$ cat src/rtl/fp_class_pkg.sv
// Shared types and helpers for the floating-point class scheduler.
package fp_class_pkg;

    // One flag per class; at most one of inf/nan/zero is set for any operand.
    typedef struct packed {
        logic inf;
        logic inf_pos;
        logic inf_neg;
        logic nan;
        logic zero;
    } fp_class_t;

    // Total operand width from its field widths.
    function automatic int fp_w(input int sign_w, input int expo_w, input int mant_w);
        return sign_w + expo_w + mant_w;
    endfunction

endpackage

$ cat src/rtl/fp_class_sched_if.sv
// Requester/response bundle between producers and the shared classifier.
interface fp_class_sched_if #(
    parameter int SIGN_W = 1,
    parameter int EXPO_W = 8,
    parameter int MANT_W = 23,
    parameter int REQ_N  = 4
);
    import fp_class_pkg::*;

    localparam int FP_W = fp_w(SIGN_W, EXPO_W, MANT_W);
    localparam int ID_W = $clog2(REQ_N);

    logic [REQ_N-1:0]           req_vld;
    logic [REQ_N-1:0]           req_rdy;
    logic [REQ_N-1:0][FP_W-1:0] req_data;
    logic                       rsp_vld;
    logic                       rsp_rdy;
    logic [ID_W-1:0]            rsp_id;
    fp_class_t                  rsp_class;

    modport master (
        output req_vld, req_data, rsp_rdy,
        input  req_rdy, rsp_vld, rsp_id, rsp_class
    );

    modport slave (
        input  req_vld, req_data, rsp_rdy,
        output req_rdy, rsp_vld, rsp_id, rsp_class
    );

endinterface

$ cat src/rtl/inf_chk.sv
// Infinity detection with sign split.
module inf_chk #(
    parameter int SIGN_W = 1,
    parameter int EXPO_W = 8,
    parameter int MANT_W = 23
) (
    input  logic [SIGN_W-1:0] sign,
    input  logic [EXPO_W-1:0] expo,
    input  logic [MANT_W-1:0] mant,
    output logic              inf,
    output logic              inf_pos,
    output logic              inf_neg
);
    logic expo_max;
    logic mant_zero;

    max_expo_chk #(.EXPO_W(EXPO_W)) u_max_expo (.expo(expo), .is_max(expo_max));
    zero_mant_chk #(.MANT_W(MANT_W)) u_zero_mant (.mant(mant), .is_zero(mant_zero));

    assign inf     = expo_max && mant_zero;
    assign inf_pos = inf && !sign[SIGN_W-1];
    assign inf_neg = inf && sign[SIGN_W-1];
endmodule

$ cat src/rtl/max_expo_chk.sv
// Flags an all-ones exponent field.
module max_expo_chk #(
    parameter int EXPO_W = 8
) (
    input  logic [EXPO_W-1:0] expo,
    output logic              is_max
);
    assign is_max = &expo;
endmodule

$ cat src/rtl/rr_arb.sv
// Round-robin arbiter: search starts at ptr and wraps explicitly at REQ_N-1.
module rr_arb #(
    parameter int  REQ_N = 4,
    localparam int ID_W  = $clog2(REQ_N)
) (
    input  logic             clk,
    input  logic             rst_n,
    input  logic [REQ_N-1:0] req,
    input  logic             en,
    output logic [REQ_N-1:0] gnt,
    output logic [ID_W-1:0]  gnt_id
);
    logic [ID_W-1:0] ptr_reg;
    logic [ID_W-1:0] ptr_next;
    logic            found;
    int              idx;

    // First valid requester at or after ptr wins; explicit wrap handles non-power-of-two REQ_N.
    always_comb begin
        gnt    = '0;
        gnt_id = '0;
        found  = 1'b0;
        idx    = int'(ptr_reg);
        for (int k = 0; k < REQ_N; k++) begin
            if (!found && req[idx]) begin
                found    = 1'b1;
                gnt[idx] = 1'b1;
                gnt_id   = ID_W'(idx);
            end
            idx = (idx == REQ_N - 1) ? 0 : idx + 1;
        end
    end

    // Pointer moves just past the winner only when the grant is actually taken.
    always_comb begin
        ptr_next = ptr_reg;
        if (en && found) begin
            ptr_next = (gnt_id == ID_W'(REQ_N - 1)) ? '0 : gnt_id + ID_W'(1);
        end
    end

    // Pointer register.
    always_ff @(posedge clk) begin
        if (!rst_n) begin
            ptr_reg <= '0;
        end else begin
            ptr_reg <= ptr_next;
        end
    end
endmodule

$ cat src/rtl/zero_mant_chk.sv
// Flags an all-zero mantissa field.
module zero_mant_chk #(
    parameter int MANT_W = 23
) (
    input  logic [MANT_W-1:0] mant,
    output logic              is_zero
);
    assign is_zero = ~|mant;
endmodule

$ cat src/rtl/fp_class_sched.sv
// Shares one two-stage FP classifier among REQ_N requesters with round-robin arbitration.
module fp_class_sched
    import fp_class_pkg::*;
#(
    parameter int SIGN_W = 1,
    parameter int EXPO_W = 8,
    parameter int MANT_W = 23,
    parameter int REQ_N  = 4
) (
    input  logic            clk,
    input  logic            rst_n,
    fp_class_sched_if.slave bus
);
    localparam int FP_W = fp_w(SIGN_W, EXPO_W, MANT_W);
    localparam int ID_W = $clog2(REQ_N);

    logic [REQ_N-1:0]           gnt;
    logic [ID_W-1:0]            gnt_id;
    logic [REQ_N-1:0]           req_rdy;
    logic [REQ_N-1:0][FP_W-1:0] gnt_masked;
    logic [FP_W-1:0]            gnt_data;
    logic                       stall1;
    logic                       s0_open;
    logic                       accept;

    logic                       s0_vld_reg;
    logic [FP_W-1:0]            s0_data_reg;
    logic [ID_W-1:0]            s0_id_reg;
    logic                       rsp_vld_reg;
    logic [ID_W-1:0]            rsp_id_reg;
    fp_class_t                  rsp_class_reg;

    logic [SIGN_W-1:0]          s0_sign;
    logic [EXPO_W-1:0]          s0_expo;
    logic [MANT_W-1:0]          s0_mant;
    logic                       c_inf;
    logic                       c_inf_pos;
    logic                       c_inf_neg;
    logic                       expo_max;
    logic                       mant_zero;
    logic                       expo_zero;
    fp_class_t                  cls_next;

    // S0 can take a grant when empty or when its content moves on to S1 this edge.
    assign stall1  = rsp_vld_reg && !bus.rsp_rdy;
    assign s0_open = rst_n && (!s0_vld_reg || !stall1);
    assign req_rdy = s0_open ? gnt : '0;
    assign accept  = |req_rdy;

    rr_arb #(.REQ_N(REQ_N)) u_arb (
        .clk    (clk),
        .rst_n  (rst_n),
        .req    (bus.req_vld),
        .en     (s0_open),
        .gnt    (gnt),
        .gnt_id (gnt_id)
    );

    // One-hot grant selects the winning operand through an AND-OR mux.
    for (genvar gi = 0; gi < REQ_N; gi++) begin : g_mask
        assign gnt_masked[gi] = gnt[gi] ? bus.req_data[gi] : '0;
    end

    // OR-reduce the masked operands.
    always_comb begin
        gnt_data = '0;
        for (int i = 0; i < REQ_N; i++) begin
            gnt_data = gnt_data | gnt_masked[i];
        end
    end

    // Operand stage: capture the granted operand and its requester ID.
    always_ff @(posedge clk) begin
        if (!rst_n) begin
            s0_vld_reg  <= 1'b0;
            s0_data_reg <= '0;
            s0_id_reg   <= '0;
        end else if (s0_open) begin
            s0_vld_reg <= accept;
            if (accept) begin
                s0_data_reg <= gnt_data;
                s0_id_reg   <= gnt_id;
            end
        end
    end

    assign s0_sign   = s0_data_reg[FP_W-1 -: SIGN_W];
    assign s0_expo   = s0_data_reg[MANT_W +: EXPO_W];
    assign s0_mant   = s0_data_reg[MANT_W-1:0];
    assign expo_zero = (s0_expo == '0);

    inf_chk #(.SIGN_W(SIGN_W), .EXPO_W(EXPO_W), .MANT_W(MANT_W)) u_inf_chk (
        .sign    (s0_sign),
        .expo    (s0_expo),
        .mant    (s0_mant),
        .inf     (c_inf),
        .inf_pos (c_inf_pos),
        .inf_neg (c_inf_neg)
    );
    max_expo_chk #(.EXPO_W(EXPO_W)) u_max_expo (.expo(s0_expo), .is_max(expo_max));
    zero_mant_chk #(.MANT_W(MANT_W)) u_zero_mant (.mant(s0_mant), .is_zero(mant_zero));

    // Classification of the S0 operand; zero ignores the sign.
    always_comb begin
        cls_next         = '0;
        cls_next.inf     = c_inf;
        cls_next.inf_pos = c_inf_pos;
        cls_next.inf_neg = c_inf_neg;
        cls_next.nan     = expo_max && !mant_zero;
        cls_next.zero    = expo_zero && mant_zero;
    end

    // Result stage: advances unless the consumer is stalling; payload only changes with real data.
    always_ff @(posedge clk) begin
        if (!rst_n) begin
            rsp_vld_reg   <= 1'b0;
            rsp_id_reg    <= '0;
            rsp_class_reg <= '0;
        end else if (!stall1) begin
            rsp_vld_reg <= s0_vld_reg;
            if (s0_vld_reg) begin
                rsp_id_reg    <= s0_id_reg;
                rsp_class_reg <= cls_next;
            end
        end
    end

    assign bus.req_rdy   = req_rdy;
    assign bus.rsp_vld   = rsp_vld_reg;
    assign bus.rsp_id    = rsp_id_reg;
    assign bus.rsp_class = rsp_class_reg;
endmodule

$ cat src/flat_wrapper.sv
// flat-port wrapper written by rule: the top's interface ports become plain ports
module fp_class_sched_flat import fp_class_pkg::*;
#(
    parameter int SIGN_W = 1,
    parameter int EXPO_W = 8,
    parameter int MANT_W = 23,
    parameter int REQ_N  = 4
)
  (clk, rst_n, bus_req_vld, bus_req_data, bus_rsp_rdy, bus_req_rdy, bus_rsp_vld, bus_rsp_id, bus_rsp_class);
  fp_class_sched_if #(.SIGN_W(SIGN_W), .EXPO_W(EXPO_W), .MANT_W(MANT_W), .REQ_N(REQ_N)) bus_i ();
  input  logic clk;
  input  logic rst_n;
  input wire logic [$bits(bus_i.req_vld)-1:0] bus_req_vld;
  input wire logic [$bits(bus_i.req_data)-1:0] bus_req_data;
  input wire logic [$bits(bus_i.rsp_rdy)-1:0] bus_rsp_rdy;
  output wire logic [$bits(bus_i.req_rdy)-1:0] bus_req_rdy;
  output wire logic [$bits(bus_i.rsp_vld)-1:0] bus_rsp_vld;
  output wire logic [$bits(bus_i.rsp_id)-1:0] bus_rsp_id;
  output wire logic [$bits(bus_i.rsp_class)-1:0] bus_rsp_class;
  assign bus_i.req_vld = bus_req_vld;
  assign bus_i.req_data = bus_req_data;
  assign bus_i.rsp_rdy = bus_rsp_rdy;
  assign bus_req_rdy = bus_i.req_rdy;
  assign bus_rsp_vld = bus_i.rsp_vld;
  assign bus_rsp_id = bus_i.rsp_id;
  assign bus_rsp_class = bus_i.rsp_class;
  fp_class_sched #(.SIGN_W(SIGN_W), .EXPO_W(EXPO_W), .MANT_W(MANT_W), .REQ_N(REQ_N)) u_core (.clk(clk), .rst_n(rst_n), .bus(bus_i));
endmodule
$ cat config.mk
export PLATFORM = sky130hd
export DESIGN_NAME = fp_class_sched_flat
export DESIGN_NICKNAME = d
export VERILOG_FILES = /design/src/rtl/fp_class_pkg.sv /design/src/rtl/fp_class_sched_if.sv /design/src/rtl/inf_chk.sv /design/src/rtl/max_expo_chk.sv /design/src/rtl/rr_arb.sv /design/src/rtl/zero_mant_chk.sv /design/src/rtl/fp_class_sched.sv /design/src/flat_wrapper.sv
export SDC_FILE = /design/constraint.sdc
export NUM_CORES = 1
export LEC_CHECK = 0
export BUFFER_PORTS_ARGS = -buffer_cell sky130_fd_sc_hd__buf_2
export CAP_MARGIN = 40
export CELL_PAD_IN_SITES_DETAIL_PLACEMENT = 1
export CELL_PAD_IN_SITES_GLOBAL_PLACEMENT = 2
export CORE_UTILIZATION = 27
export CTS_BUF_LIST = sky130_fd_sc_hd__clkbuf_16
export CTS_CLUSTER_DIAMETER = 30
export DETAILED_ROUTE_END_ITERATION = 12
export GPL_ROUTABILITY_DRIVEN = 1
export MAX_ROUTING_LAYER = met4
export PLACE_DENSITY_LB_ADDON = 0.1
export SLEW_MARGIN = 20
export SYNTH_ARGS = -nofsm -noshare
export SYNTH_HDL_FRONTEND = slang
export SYNTH_SLANG_ARGS = --single-unit
$ cat constraint.sdc
create_clock -name clk -period 7.8 [get_ports clk]
set_clock_uncertainty 0.15 [all_clocks]
set_input_delay 0.39 -clock clk [delete_from_list [all_inputs] [get_ports clk]]
set_output_delay 0.39 -clock clk [all_outputs]
set_load 0.02 [all_outputs]
==> flow_summary_export.csv <==
group,metric,value,unit
layout,mostFrequentLayoutCells,"146 x buf_2, 45 x dfxtp_1, 36 x a22o_1",
logic_synthesis,synth_mux_area_share,4.45,%
grt,grt_pass1_wl,16.7,mm
route,wl_met2,4.72,mm
route,firstDrtPassIters,4,
logic_synthesis,synth_top_area_share,30.8,%
route,drt-met1-wl,4.79,mm
logic_synthesis,ys_seq_area_share,30.8,%
die,initial_core_util,28.1,%
route,drt_wl_total,10.1,mm
layout,area_growth_syn_to_layout,34.2,%
place,portBuffers,146,
clocking,tritoncts,"done",
timing,timing.final.crit_share,58.1,%
grt,antenna_found_initial,0,
worst_setup_path,required,7.85,ns
place,dp_hpwl,7.70,mm
route,wl_met3,519,um
die,fp.coreArea,10400,um^2
logic_synthesis,synth_top_family_by_area,"compound AO/OA/AOI/OAI gates",
layout,largest_reg_flops,32,
die,num_rows,37,
grt,grt_max_degree,48,
place,placed_area,3720,um^2
clocking,cts_sinks,45,
grt,grt-ovfl-total,0,
logic_synthesis,netlist_area,2920,um^2
worst_setup_path,cp.arrival,4.58,ns
route,routed.top_layer,"met4",
layout,finalNetCount,609,
layout,final_layout_size_suffix_gt1_share,36.2,%
logic_synthesis,synth.ff_latch_count,45,
logic_synthesis,synth_top_cell_by_area,"dfxtp_1",
hold_path,hold_path_class,"in -> reg",
layout,num-fill-cells,1291,
power,p_leak,1.69,nW
logic_synthesis,yosys.area_share.simple,18.8,%
timing,finalSetupViolCount,0,
worst_setup_path,worstSetupPathType,"reg -> reg",
status,outcome,"complete, no violations",
clocking,cts_setup_buffers,0,
logic_synthesis,synth-async-reset-ratio,0,%
clocking,clk_pin_slew,0.07,ns
route,wl_per_cell,16.7,um
logic_synthesis,synth-adder-area-share,2.57,%
power,ir_drop,0.138,mV
route,viasPerCell,5.42,
logic_synthesis,syn-instance-count,343,
worst_setup_path,r2r_cells,11,
logic_synthesis,avgSynthCellArea,8.52,um^2
logic_synthesis,ys.flop_type,"dfxtp_1",
clocking,htree_num_levels,2,
die,die-area,11200,um^2
timing,period_needed,4.53,ns
grt,first_global_vias,3385,
clocking,insertion_delay,0.29,ns
route,vias,3281,
clocking,ctsResizeCount,0,
worst_setup_path,r2r_slack,3.27,ns
timing,slew_violations,0,
worst_setup_path,rr_endpoint,"u_core.s0_data_reg[29]",
route,route.detailed.drc,0,
clocking,cts_buffers,5,
hold_path,min_to,"u_core.s0_data_reg[16]",
timing,worst_pin_slew,0.673,ns
clocking,clockRootBuffer,"clkbuf_16",
logic_synthesis,synth_nets,484,
grt,grt_use_total,18.8,%
hold_path,worstHoldStart,"bus_req_data[16]",
layout,layout_commonest_cell,"buf_2",
route,antenna_left,0,
die,die_w,106,um
route,drt_iter0_drc,139,
clocking,hold_buffers,0,
timing,grt_setup_unrepaired,"no",
logic_synthesis,yosysWarnings,0,
logic_synthesis,synthTopCellsByArea,"dfxtp_1 31%, a22o_1 11%, a221oi_1 9.6%, nand3_1 6.0%, o21ai_0 5.5%",
hold_path,hold_depth,3,
worst_setup_path,reg2reg_from,"u_core.u_arb.ptr_reg[1]",
timing,fmax,0.221,GHz
layout,stdcell_area,3920,um^2
logic_synthesis,synth_cell_types,50,
clocking,clockBufferDepth,2,
logic_synthesis,synth_edf_count,0,
layout,diodes,0,
logic_synthesis,synth_compound_area_share,36.7,%
run,maxCapViolations,0,
power,powerDensity,422,nW/um^2
power,power.total,1.65,mW
worst_setup_path,crit_fanout,34,
timing,tns,0,ns
worst_setup_path,endpoint_kind,"flop",
logic_synthesis,synth_xor_area_share,0,%
worst_setup_path,worstSetupStartpointType,"flop",
die,top_level_ports,147,
place,place.gp.congestion,0.792,
die,die_y,106,um
timing,finalHoldViolations,0,
timing,slew_headroom,55.1,%
## cells by family after synthesis
kind of cell             after synthesis
buffers and inverters                 41
AND/OR/NAND/NOR                      100
adder cells (fa/ha/maj)                6
AO/OA/AOI/OAI                        142
multiplexers                           9
flip-flops                            45
## worst max-delay path by stage
stage                                  startpoint                      to  slack (ns)  depth (start not counted)
after floorplan           u_core.u_arb.ptr_reg[0]          bus_req_rdy[2]        3.97                         12
after global placement    u_core.u_arb.ptr_reg[0]  u_core.s0_data_reg[16]        3.13                         11
after detailed placement  u_core.u_arb.ptr_reg[0]   u_core.s0_data_reg[3]        2.98                         11
after CTS                 u_core.u_arb.ptr_reg[0]  u_core.s0_data_reg[29]        2.93                         11
after global routing      u_core.u_arb.ptr_reg[1]  u_core.s0_data_reg[30]        2.89                         11
final                     u_core.u_arb.ptr_reg[1]  u_core.s0_data_reg[29]        3.27                         11
## critical path: stages (launching register included)
cell	delay (ns)
dfxtp_1	0.65
inv_1	0.27
ha_1	0.64
mux4_2	0.57
nor2b_1	0.15
o31a_1	0.16
a221o_1	0.57
buf_4	0.32
o41ai_4	0.38
buf_4	0.35
nand3_1	0.13
o21ai_0	0.09
## cells in the mapped netlist, drive strengths merged, types with 2 or more instances
cell type,count
dfxtp,45
o21ai,42
a22o,36
nand3,35
a221oi,32
clkbuf,21
buf,15
nor2b,13
nand2,12
nor4,11
a21oi,6
and2,6
ha,6
inv,5
nor3,5
a22oi,4
mux2i,4
nand2b,4
nor2,4
a221o,3
and3,3
mux4,3
nand4,3
mux2,2
o211ai,2
o21a,2
o22ai,2
o311ai,2
or3,2
## layout make-up
cell class	count	area [um^2]	area share, %
Clock buffer	5	125	3.19
Inverter	5	18.8	0.478
Clock inverter	3	42.5	1.08
Timing Repair Buffer	154	831	21.2
Sequential cell	45	901	23.0
Multi-Input combinational cell	257	1830	46.8
Tap cell	136	170	4.34
## stage by stage
stage / setup WS, ns / hold slack (ns) / util [%] / std cells
2_1_floorplan: 3.97 / 0.287 / - / 343
3_3_place_gp: 3.13 / 0.298 / 35.4 / 594
3_5_place_dp: 2.98 / 0.310 / 35.7 / 595
4_1_cts: 2.93 / 0.228 / 37.3 / 603
5_1_grt: 2.89 / 0.240 / 37.7 / 605
6_report: 3.27 / 0.225 / 37.7 / 605
## report_power, final
group / switching [mW] / total [mW] / leakage [nW] / internal (mW)
Combinational: 0.615 / 1.07 / 1.23 / 0.450
Clock: 0.0878 / 0.238 / 0.0852 / 0.151
Sequential: 0.0488 / 0.350 / 0.370 / 0.301
## routing by layer
layer  GRT usage [%]  vias to the layer above
li1                -                     1620
met1            24.1                     1554
met2            31.0                      101
met3            3.00                        6
met4            4.46                        0
met5               -                        -
No activity file was read; power rests on OpenSTA's default activity.
